<file path="config.mk">
export PLATFORM = sky130hd
export DESIGN_NAME = sync_decade_counter
export DESIGN_NICKNAME = d
export VERILOG_FILES = /design/src/rtl/sync_decade_counter.sv
export SDC_FILE = /design/constraint.sdc
export NUM_CORES = 1
export LEC_CHECK = 0
export CAP_MARGIN = 5
export CORE_UTILIZATION = 50
export CTS_BUF_LIST = sky130_fd_sc_hd__clkbuf_4
export CTS_CLUSTER_SIZE = 25
export DETAILED_ROUTE_END_ITERATION = 16
export DONT_BUFFER_PORTS = 1
export HOLD_SLACK_MARGIN = 0.03
export PLACE_DENSITY = 0.74
export RECOVER_POWER = 25
export SLEW_MARGIN = 20
export SYNTH_ARGS = -nofsm -noshare
export SYNTH_HDL_FRONTEND = slang
export SYNTH_SLANG_ARGS = --single-unit
</file>
<file path="constraint.sdc">
create_clock -name clk -period 2.6 [get_ports clk]
set_input_delay 0.39 -clock clk [delete_from_list [all_inputs] [get_ports clk]]
set_output_delay 0.39 -clock clk [all_outputs]
set_load 0.005 [all_outputs]
</file>
<file path="src/rtl/sync_decade_counter.sv">
`default_nettype none
// ============================================================================
// Module   : sync_decade_counter
// Purpose  : Cascaded BCD up/down counter. A prescaler running on clk
//            produces a clock enable, so no divided clock exists. Every
//            step moves the whole BCD value by one. A registered tick marks
//            each step. A registered tc marks each wrap.
// Ports    : clk      - single clock, rising edge
//            rst      - asynchronous reset, active low
//            en       - count enable (gates prescaler and counting)
//            up_dn    - 1 = increment, 0 = decrement (sampled on steps)
//            clr      - synchronous clear of digits and prescaler
//            load     - synchronous parallel load (nibbles > 9 load as 9)
//            load_val - BCD load value, digit i in [4i+3:4i]
//            q        - BCD count, digit 0 in [3:0]
//            tick     - one-cycle strobe after each step edge
//            tc       - one-cycle strobe coincident with the wrapped value
// Revision : 1.0 - initial release
// ============================================================================
module sync_decade_counter #(
  parameter int DIGITS   = 4,
  parameter int TICK_DIV = 10
) (
  input  logic                  clk,
  input  logic                  rst,
  input  logic                  en,
  input  logic                  up_dn,
  input  logic                  clr,
  input  logic                  load,
  input  logic [4*DIGITS-1:0]   load_val,
  output logic [4*DIGITS-1:0]   q,
  output logic                  tick,
  output logic                  tc
);

  localparam int            PW          = (TICK_DIV > 1) ? $clog2(TICK_DIV) : 1;
  localparam logic [PW-1:0] C_PRESC_MAX = PW'(TICK_DIV - 1);
  localparam logic [3:0]    C_NINE      = 4'd9;

  logic [PW-1:0]         presc_q, presc_d;
  logic [4*DIGITS-1:0]   cnt_q, cnt_d;
  logic                  tick_q, tick_d;
  logic                  tc_q, tc_d;

  logic [4*DIGITS-1:0]   load_sat;
  logic [4*DIGITS-1:0]   step_val;
  logic                  chain;
  logic                  wrap;
  logic [3:0]            digit;
  logic                  step;

  // Out-of-range load nibbles clamp to 9 so every digit stays in 0..9.
  generate
    for (genvar g = 0; g < DIGITS; g++) begin : g_sat
      assign load_sat[4*g +: 4] = (load_val[4*g +: 4] > C_NINE) ? C_NINE
                                                                : load_val[4*g +: 4];
    end
  endgenerate

  assign step = en && (presc_q == C_PRESC_MAX);

  // Ripple the carry/borrow enable through the digits combinationally.
  // chain is 1 at digit i when all lower digits are 9 (up) or 0 (down);
  // after the last digit it is the wrap condition.
  always_comb begin
    step_val = cnt_q;
    chain    = 1'b1;
    digit    = 4'd0;
    for (int i = 0; i < DIGITS; i++) begin
      digit = cnt_q[4*i +: 4];
      if (chain) begin
        if (up_dn) step_val[4*i +: 4] = (digit == C_NINE) ? 4'd0 : digit + 4'd1;
        else       step_val[4*i +: 4] = (digit == 4'd0)   ? C_NINE : digit - 4'd1;
      end
      chain = chain & (up_dn ? (digit == C_NINE) : (digit == 4'd0));
    end
    wrap = chain;
  end

  // Next state: clr > load > step. Strobes default low, so they only
  // ever last one cycle.
  always_comb begin
    presc_d = presc_q;
    cnt_d   = cnt_q;
    tick_d  = 1'b0;
    tc_d    = 1'b0;
    if (clr) begin
      presc_d = '0;
      cnt_d   = '0;
    end else if (load) begin
      presc_d = '0;
      cnt_d   = load_sat;
    end else if (en) begin
      if (step) begin
        presc_d = '0;
        cnt_d   = step_val;
        tick_d  = 1'b1;
        tc_d    = wrap;
      end else begin
        presc_d = presc_q + 1'b1;
      end
    end
  end

  always_ff @(posedge clk or negedge rst) begin
    if (!rst) begin
      presc_q <= '0;
      cnt_q   <= '0;
      tick_q  <= 1'b0;
      tc_q    <= 1'b0;
    end else begin
      presc_q <= presc_d;
      cnt_q   <= cnt_d;
      tick_q  <= tick_d;
      tc_q    <= tc_d;
    end
  end

  assign q    = cnt_q;
  assign tick = tick_q;
  assign tc   = tc_q;

endmodule
`default_nettype wire

</file>
# == Word level (Yosys, flattened, before mapping) ==
# Index checks and enable logic that the tools add are counted.
# totals
reg_bits,22
in_bits,22
out_inout_bits,18
word_cells,81
# op_classes
n_addsub,9
magnitude_cmp,4
n_eq_ne,5
muxes,39
bitwise_logic,3
reduce_logical,14
# ops
operator,count
$mux W4,23
$mux W16,4
$add A4 B1 Y4 const B,5
$eq A4 B4 Y1 const B,5
$gt A4 B4 Y1 const B,4
$logic_not A4 Y1,4
$sub A4 B1 Y4 const B,4
$reduce_bool A3 Y1,5
$mux W1,12
$reduce_and A3 Y1,3
$and A1 B1 Y1,3
$reduce_and A2 Y1,1
$logic_and A1 B1 Y1,1

# == Depth between registers and ports, before layout ==
# Gate-level depths: netlist (run 1).
# logic_depth
ltp_word,9
mapped_depth,7
mapped_depth_nobuf,7

# == Least setup slack after synthesis (run 1) ==
# No wires, ideal clock.
# synth_timing
kind,register to register
startpoint,"register cnt_q[0], in the netlist q[0]"
endpoint,"register cnt_q[12], in the netlist q[12]"
setup_time_ps,125
arrival_time_ps,2243
t_required_ps,2475
slack_ps,232
path_stages_with_launch,8
path_buffers,0
synth_period_minus_slack_ps,2368
path_cell_list,dfrtp_1 -> inv_1 -> ha_1 -> or3b_4 -> a211oi_4 -> nand3_4 -> o21ai_4 -> mux2_2
# synth_via
elab_chain_len,6
word_cells_on_any_way,7
classes_between,eq/ne (1); mux (1); bitwise (2); reduce/logical (3)
# synth_rtl
item,line,text
from (decl),41,"logic [4*DIGITS-1:0] cnt_q, cnt_d;"
from (signal assigned),113,cnt_q <= cnt_d;
$eq A4 B4 Y1 or $logic_not A4 Y1 (tied branches),75,chain = chain & (up_dn ? (digit == C_NINE) : (digit == 4'd0));
$mux W1 *,75,
$and A1 B1 Y1 * (2 in a row),75,
$reduce_bool A3 Y1 (no line) *,-,
$reduce_and A3 Y1 (no line) *,-,
# Every way passes the cells marked *; elsewhere a longest branch is shown, timed or not.
# A chain may end at the register's enable or synchronous reset.

# == Worst setup path after layout (run 1) ==
# layout_timing
startpoint,"register cnt_q[1], in the netlist q[1]"
endpoint,"register cnt_q[12], in the netlist q[12]"
# Same word-level chain as after synthesis.

==> reports/qor.csv, run 1 <==
metric,value,unit
outcome,"finished, final reports clean",
peakVddDrop,0.312,mV
dpl_cell_area,1880,um^2
yosysUniqueCellTypes,53,
fp.dieW,63.3,um
worst_r2r_path_depth,7,
grt_pass1_wl,7.70,mm
dpl.cell_count,264,
tightest_slew,1.22,ns
hold_end,q[2],
vias,1737,
start_util,0.542,
hold_depth,1,
synth-seq-area-share,0.293,
synth_edf_count,0,
syn_nets,263,
rsz0062_at_grt,false,
start_kind,flip-flop,
htreeDepth,1,
r2r_start,q[1],
first_pass_iters,4,
area_growth,2.93,%
setup_slack,0.175,ns
p_comb_frac,0.212,
cts_resized,0,
fin_skew,0.00192,ns
clockBufferDepth,2,
drive_gt1_frac,0.0762,
end_kind,flip-flop,
p_clk_frac,0.311,
syn-cell-area,1880,um^2
clk_latency,0.31,ns
grt-ovfl-total,0,
die_y,63.3,um
drt-total-wl,4.54,mm
grt_pass1_vias,1623,
portBuffers,0,
max-cap-violations,0,
gp_congestion,0.885,
final_cells,269,
grt_usage,0.243,
viasPerCell,6.46,
drt-initial-drc-count,144,
wl_per_cell,16.9,um
final.min_clock_period,2.42,ns
pwr-share-seq,0.477,
multi_input_area,1200,um^2
r2r_setup_slack,0.18,ns
required,2.81,ns
synth-async-reset-ratio,1.00,
period_share,0.933,
p_leak,0.000789,uW
setup_violations,0,
finalSetupTns,0,ns
path_class,reg2reg,
intPower,600,uW
powerDensity,446,nW/um^2
power_switching,263,uW
cts_buffers,3,
cts_tree,done,
core,3470,um^2
synth.avg_cell_area,8.07,um^2
nNetsFinal,254,
timing_hold_violations_final,0,
timing.slew.headroom,0.186,
final_antenna_net_count,0,
num_antenna_cells,0,
final_area,1930,um^2
holdCritPathClass,in2reg,
fmax,412,MHz
grt_max_degree,37,
r2r_end,q[12],
synth-seq-cells,22,
hold_path.startpoint,clr,
final_max_slew_viol_count,0,
regArea,551,um^2
dieArea,4010,um^2
cts_root_buffer,clkbuf_4,
fill_cells,332,
dp_slack,0.215,ns
path_clk_slew,0.13,ns
drc_errors,0,
fin_util,0.558,
swShare,0.304,
yosys_warnings,0,
antenna_found_initial,0,
ys.flop_type,dfrtp_1,
cts_sinks,22,
rows,21,
netlist_instances,233,
cp_max_fo,7,
worstPathArrival,2.64,ns
ios,40,
hpwl,3.19,mm
-- Yosys cell counts, types with 2 or more instances --
cell type  count  area share
a211oi_1       3       0.012
a21oi_1       12       0.032
a221oi_1       6       0.028
a311oi_1       3       0.014
a31oi_1        4       0.013
and2_1         2      0.0067
and3_1         3       0.010
and4b_1        2       0.011
buf_2          2      0.0053
clkbuf_1      13       0.026
dfrtp_1       22        0.29
ha_1           8       0.053
inv_1         14       0.028
mux2_2         4       0.024
mux2i_1        7       0.037
nand2_1       13       0.026
nand2b_1       6       0.020
nand3_1       12       0.032
nand3b_1       3       0.012
nand4b_1       3       0.014
nor2_1        22       0.044
nor2b_1        3       0.010
nor3_1         9       0.024
o211ai_1       2      0.0080
o21ai_0       23       0.061
o31ai_1        2      0.0080
or3_1          2      0.0067
xor2_1         3       0.014
-- cell type report --
class / instances / share of cell area
repair buffers: 3 / 0.00970
multi-input cells: 180 / 0.622
clock inverters: 1 / 0.0155
inverters: 14 / 0.0272
clock buffers: 3 / 0.0116
well taps: 46 / 0.0298
flip-flops and latches: 22 / 0.285
-- power groups by stage --
stage          clock network (uW)  registers [uW]  logic (uW)
5_1_grt                       294             417         209
4_1_cts                       278             411         183
3_3_place_gp                    0             417         171
3_5_place_dp                    0             417         174
6_report                      269             411         183
2_1_floorplan                   0             392         177
-- worst max path at each step --
stage                     startpoint    end  depth (start not counted)
after global placement          q[1]  q[14]                          7
final                           q[1]  q[12]                          7
after floorplan                 q[0]  q[12]                          7
after CTS                       q[1]  q[12]                          7
after global routing            q[1]  q[12]                          7
after detailed placement        q[1]  q[12]                          7
-- cells in the final DEF, fill, tap and decap left out, drive strengths merged, types with 4 or more instances in the layout --
master and instances:
inv 14, nor2 22, o21ai 25, mux2i 7, dfrtp 22, mux2 4, nand4b 4, ha 8
a31oi 4, nand2b 6, nand3 13, nor3 9, a211oi 4, clkbuf 4, a221oi 6, a21oi 12
nand2 13
-- stage by stage --
step / hold slack, ns / total power [uW]
floorplan: 0.0944 / 569
global placement: 0.0948 / 588
detailed placement: 0.0949 / 591
CTS: 0.113 / 872
global route: 0.101 / 920
finish: 0.126 / 863
-- flip-flops by register name, indices dropped and copies added, names as in the netlist --
name,cells
tc,1
q,16
tick,1
presc_q,4
-- kinds of logic after synthesis --
| family | count (synthesis) | synth area share |
|---|---|---|
| simple gates | 87 | 0.253 |
| fa+ha+maj | 8 | 0.0533 |
| mux | 11 | 0.0613 |
| flops | 22 | 0.293 |
| buf+inv | 31 | 0.0672 |
| xor+xnor | 4 | 0.0186 |
| compound gates | 70 | 0.254 |
-- per-layer routing --
metal / global-route usage / up-vias / wire [um]
met1: 0.316 / 837 / 1980
met4: 0.0682 / 0 / 90
li1: - / 837 / -
met2: 0.403 / 53 / 2180
met5: 0 / - / 0
met3: 0.0543 / 10 / 280
-- worst max-delay path, cell delays in order, from the launching register on --
cell	delay, ns
dfrtp_1	0.47
inv_1	0.12
ha_1	0.23
or3b_4	0.41
a211oi_4	0.31
nand3_4	0.18
o21ai_4	0.24
mux2_2	0.36
-- repair_timing --
action                                 in CTS  in global routing
endpoints found under the hold margin      22                  0
setup buffers                               0                  0
hold buffers                                1                  0
(Power assumes the default switching activity.)
==> inputs of run 2 (changes only) <==
Settings changed: CAP_MARGIN 5 to unset, CORE_ASPECT_RATIO set to 0.75.
==> reports/qor.csv, run 2 (same netlist as run 1, synthesis figures left out) <==
metric,value,unit,change
path_class,reg2reg,,
drc_errors,0,,unchanged
drive_gt1_frac,0.0804,,+0.00412
viasPerCell,6.14,,-4.9%
nNetsFinal,255,,+0.39%
clk_latency,0.32,ns,about the same
dieArea,4010,um^2,about the same
final_max_slew_viol_count,0,,unchanged
clockBufferDepth,2,,unchanged
cts_buffers,3,,unchanged
area_growth,3.60,%,
layout_common_cells,"23 x o21ai_0, 22 x nor2_1, 22 x dfrtp_1",,
worst_r2r_path_depth,7,,unchanged
first_pass_iters,4,,unchanged
setup_violations,0,,unchanged
fin_skew,0.00854,ns,+0.00662 ns
timing_hold_violations_final,0,,unchanged
htreeDepth,1,,unchanged
antenna_found_initial,0,,unchanged
start_util,0.545,,+0.00354
worstPathArrival,2.58,ns,-0.06 ns
outcome,"finished, final reports clean",,
gp_congestion,0.833,,-5.9%
final_antenna_net_count,0,,unchanged
num_antenna_cells,0,,unchanged
rows,18,,-14%
grt_pass1_wl,7.30,mm,-5.2%
grt-ovfl-total,0,,unchanged
rsz0062_at_grt,false,,
fin_util,0.565,,+0.00728
powerDensity,446,nW/um^2,about the same
grt_max_degree,37,,unchanged
cts_tree,done,,
hpwl,3.18,mm,-0.37%
holdCritPathClass,in2reg,,
fp.dieW,72.8,um,+15%
fill_cells,325,,-2.1%
max-cap-violations,0,,unchanged
final_common_cell,o21ai_0,,
peakVddDrop,0.285,mV,-8.6%
tightest_slew,1.25,ns,+0.0242 ns
finalSetupTns,0,ns,unchanged
ios,40,,unchanged
wl_per_cell,16.3,um,-3.4%
drt-initial-drc-count,146,,+1.4%
largest_register_ffs,16,,unchanged
core,3450,um^2,-0.65%
portBuffers,0,,unchanged
cp_max_fo,7,,unchanged
final.min_clock_period,2.36,ns,-0.0688 ns
fmax,424,MHz,+2.9%
cts_sinks,22,,unchanged
period_share,0.906,,-0.0265
p_leak,0.000793,uW,+0.53%
drt-total-wl,4.47,mm,-1.6%
required,2.82,ns,about the same
hold_depth,1,,unchanged
path_clk_slew,0.13,ns,about the same
grt_usage,0.245,,+0.00125
timing.slew.headroom,0.169,,-0.0161
cts_root_buffer,clkbuf_4,,
end_kind,flip-flop,,
start_kind,flip-flop,,
vias,1682,,-3.2%
grt_pass1_vias,1499,,-7.6%
die_y,55.1,um,-13%
run 2: metrics by stage:
step	area, um^2	hold WS (ns)	worst slack (ns)	power [uW]	std cells
final	1950	0.125	0.244	868	274
after global routing	1950	0.0926	0.104	924	274
after CTS	1950	0.113	0.247	873	274
after detailed placement	1890	0.0949	0.263	592	269
after global placement	1890	0.0949	0.293	588	269
after floorplan	1880	0.0944	0.232	569	233
run 2: timing repair:
item | 4_1_cts | 5_1_grt
hold buffers | 1 | 0
gates resized for setup | 0 | 0
endpoints found under the hold margin | 22 | 0
buffers inserted | 0 | 0
run 2: layout make-up:
| type | count | area, um^2 | share of cell area |
|---|---|---|---|
| Multi-Input combinational cell | 180 | 1200 | 0.618 |
| Sequential cell | 22 | 551 | 0.283 |
| Tap cell | 50 | 62.6 | 0.0321 |
| Inverter | 14 | 52.6 | 0.0270 |
| Clock inverter | 1 | 30.0 | 0.0154 |
| Timing Repair Buffer | 4 | 26.3 | 0.0135 |
| Clock buffer | 3 | 22.5 | 0.0116 |
run 2: worst paths after layout:
path / startpoint / end / slack, ns
max in group asynchronous: rst / q[11] / 1.57
min: clr / q[5] / 0.12
min reg2reg: presc_q[3] / presc_q[3] / 0.60
min in group asynchronous: rst / tick / 0.29
max: q[1] / q[13] / 0.24
max reg2reg: q[1] / q[13] / 0.24
run 2: critical path, cell delays in order (launching register included):
cell      delay [ns]
dfrtp_1         0.45
inv_1           0.11
ha_1            0.22
or3b_4          0.41
a211oi_4        0.30
nand3_4         0.17
o21ai_4         0.24
mux2_2          0.35
run 2: per-layer routing:
layer	global-route usage	share of wire	wire length [um]	up-vias
li1	-	-	-	839
met1	0.330	0.46	2070	790
met2	0.405	0.45	2030	51
met3	0.0634	0.078	349	2
met4	0.0425	0.0043	19	0
met5	0	0	0	-
run 2: power breakdown:
part / switching [uW] / total, uW / internal [uW]
Combinational: 99.4 / 182 / 82.8
Sequential: 49.7 / 411 / 362
Clock: 119 / 274 / 156
Total: 268 / 868 / 601
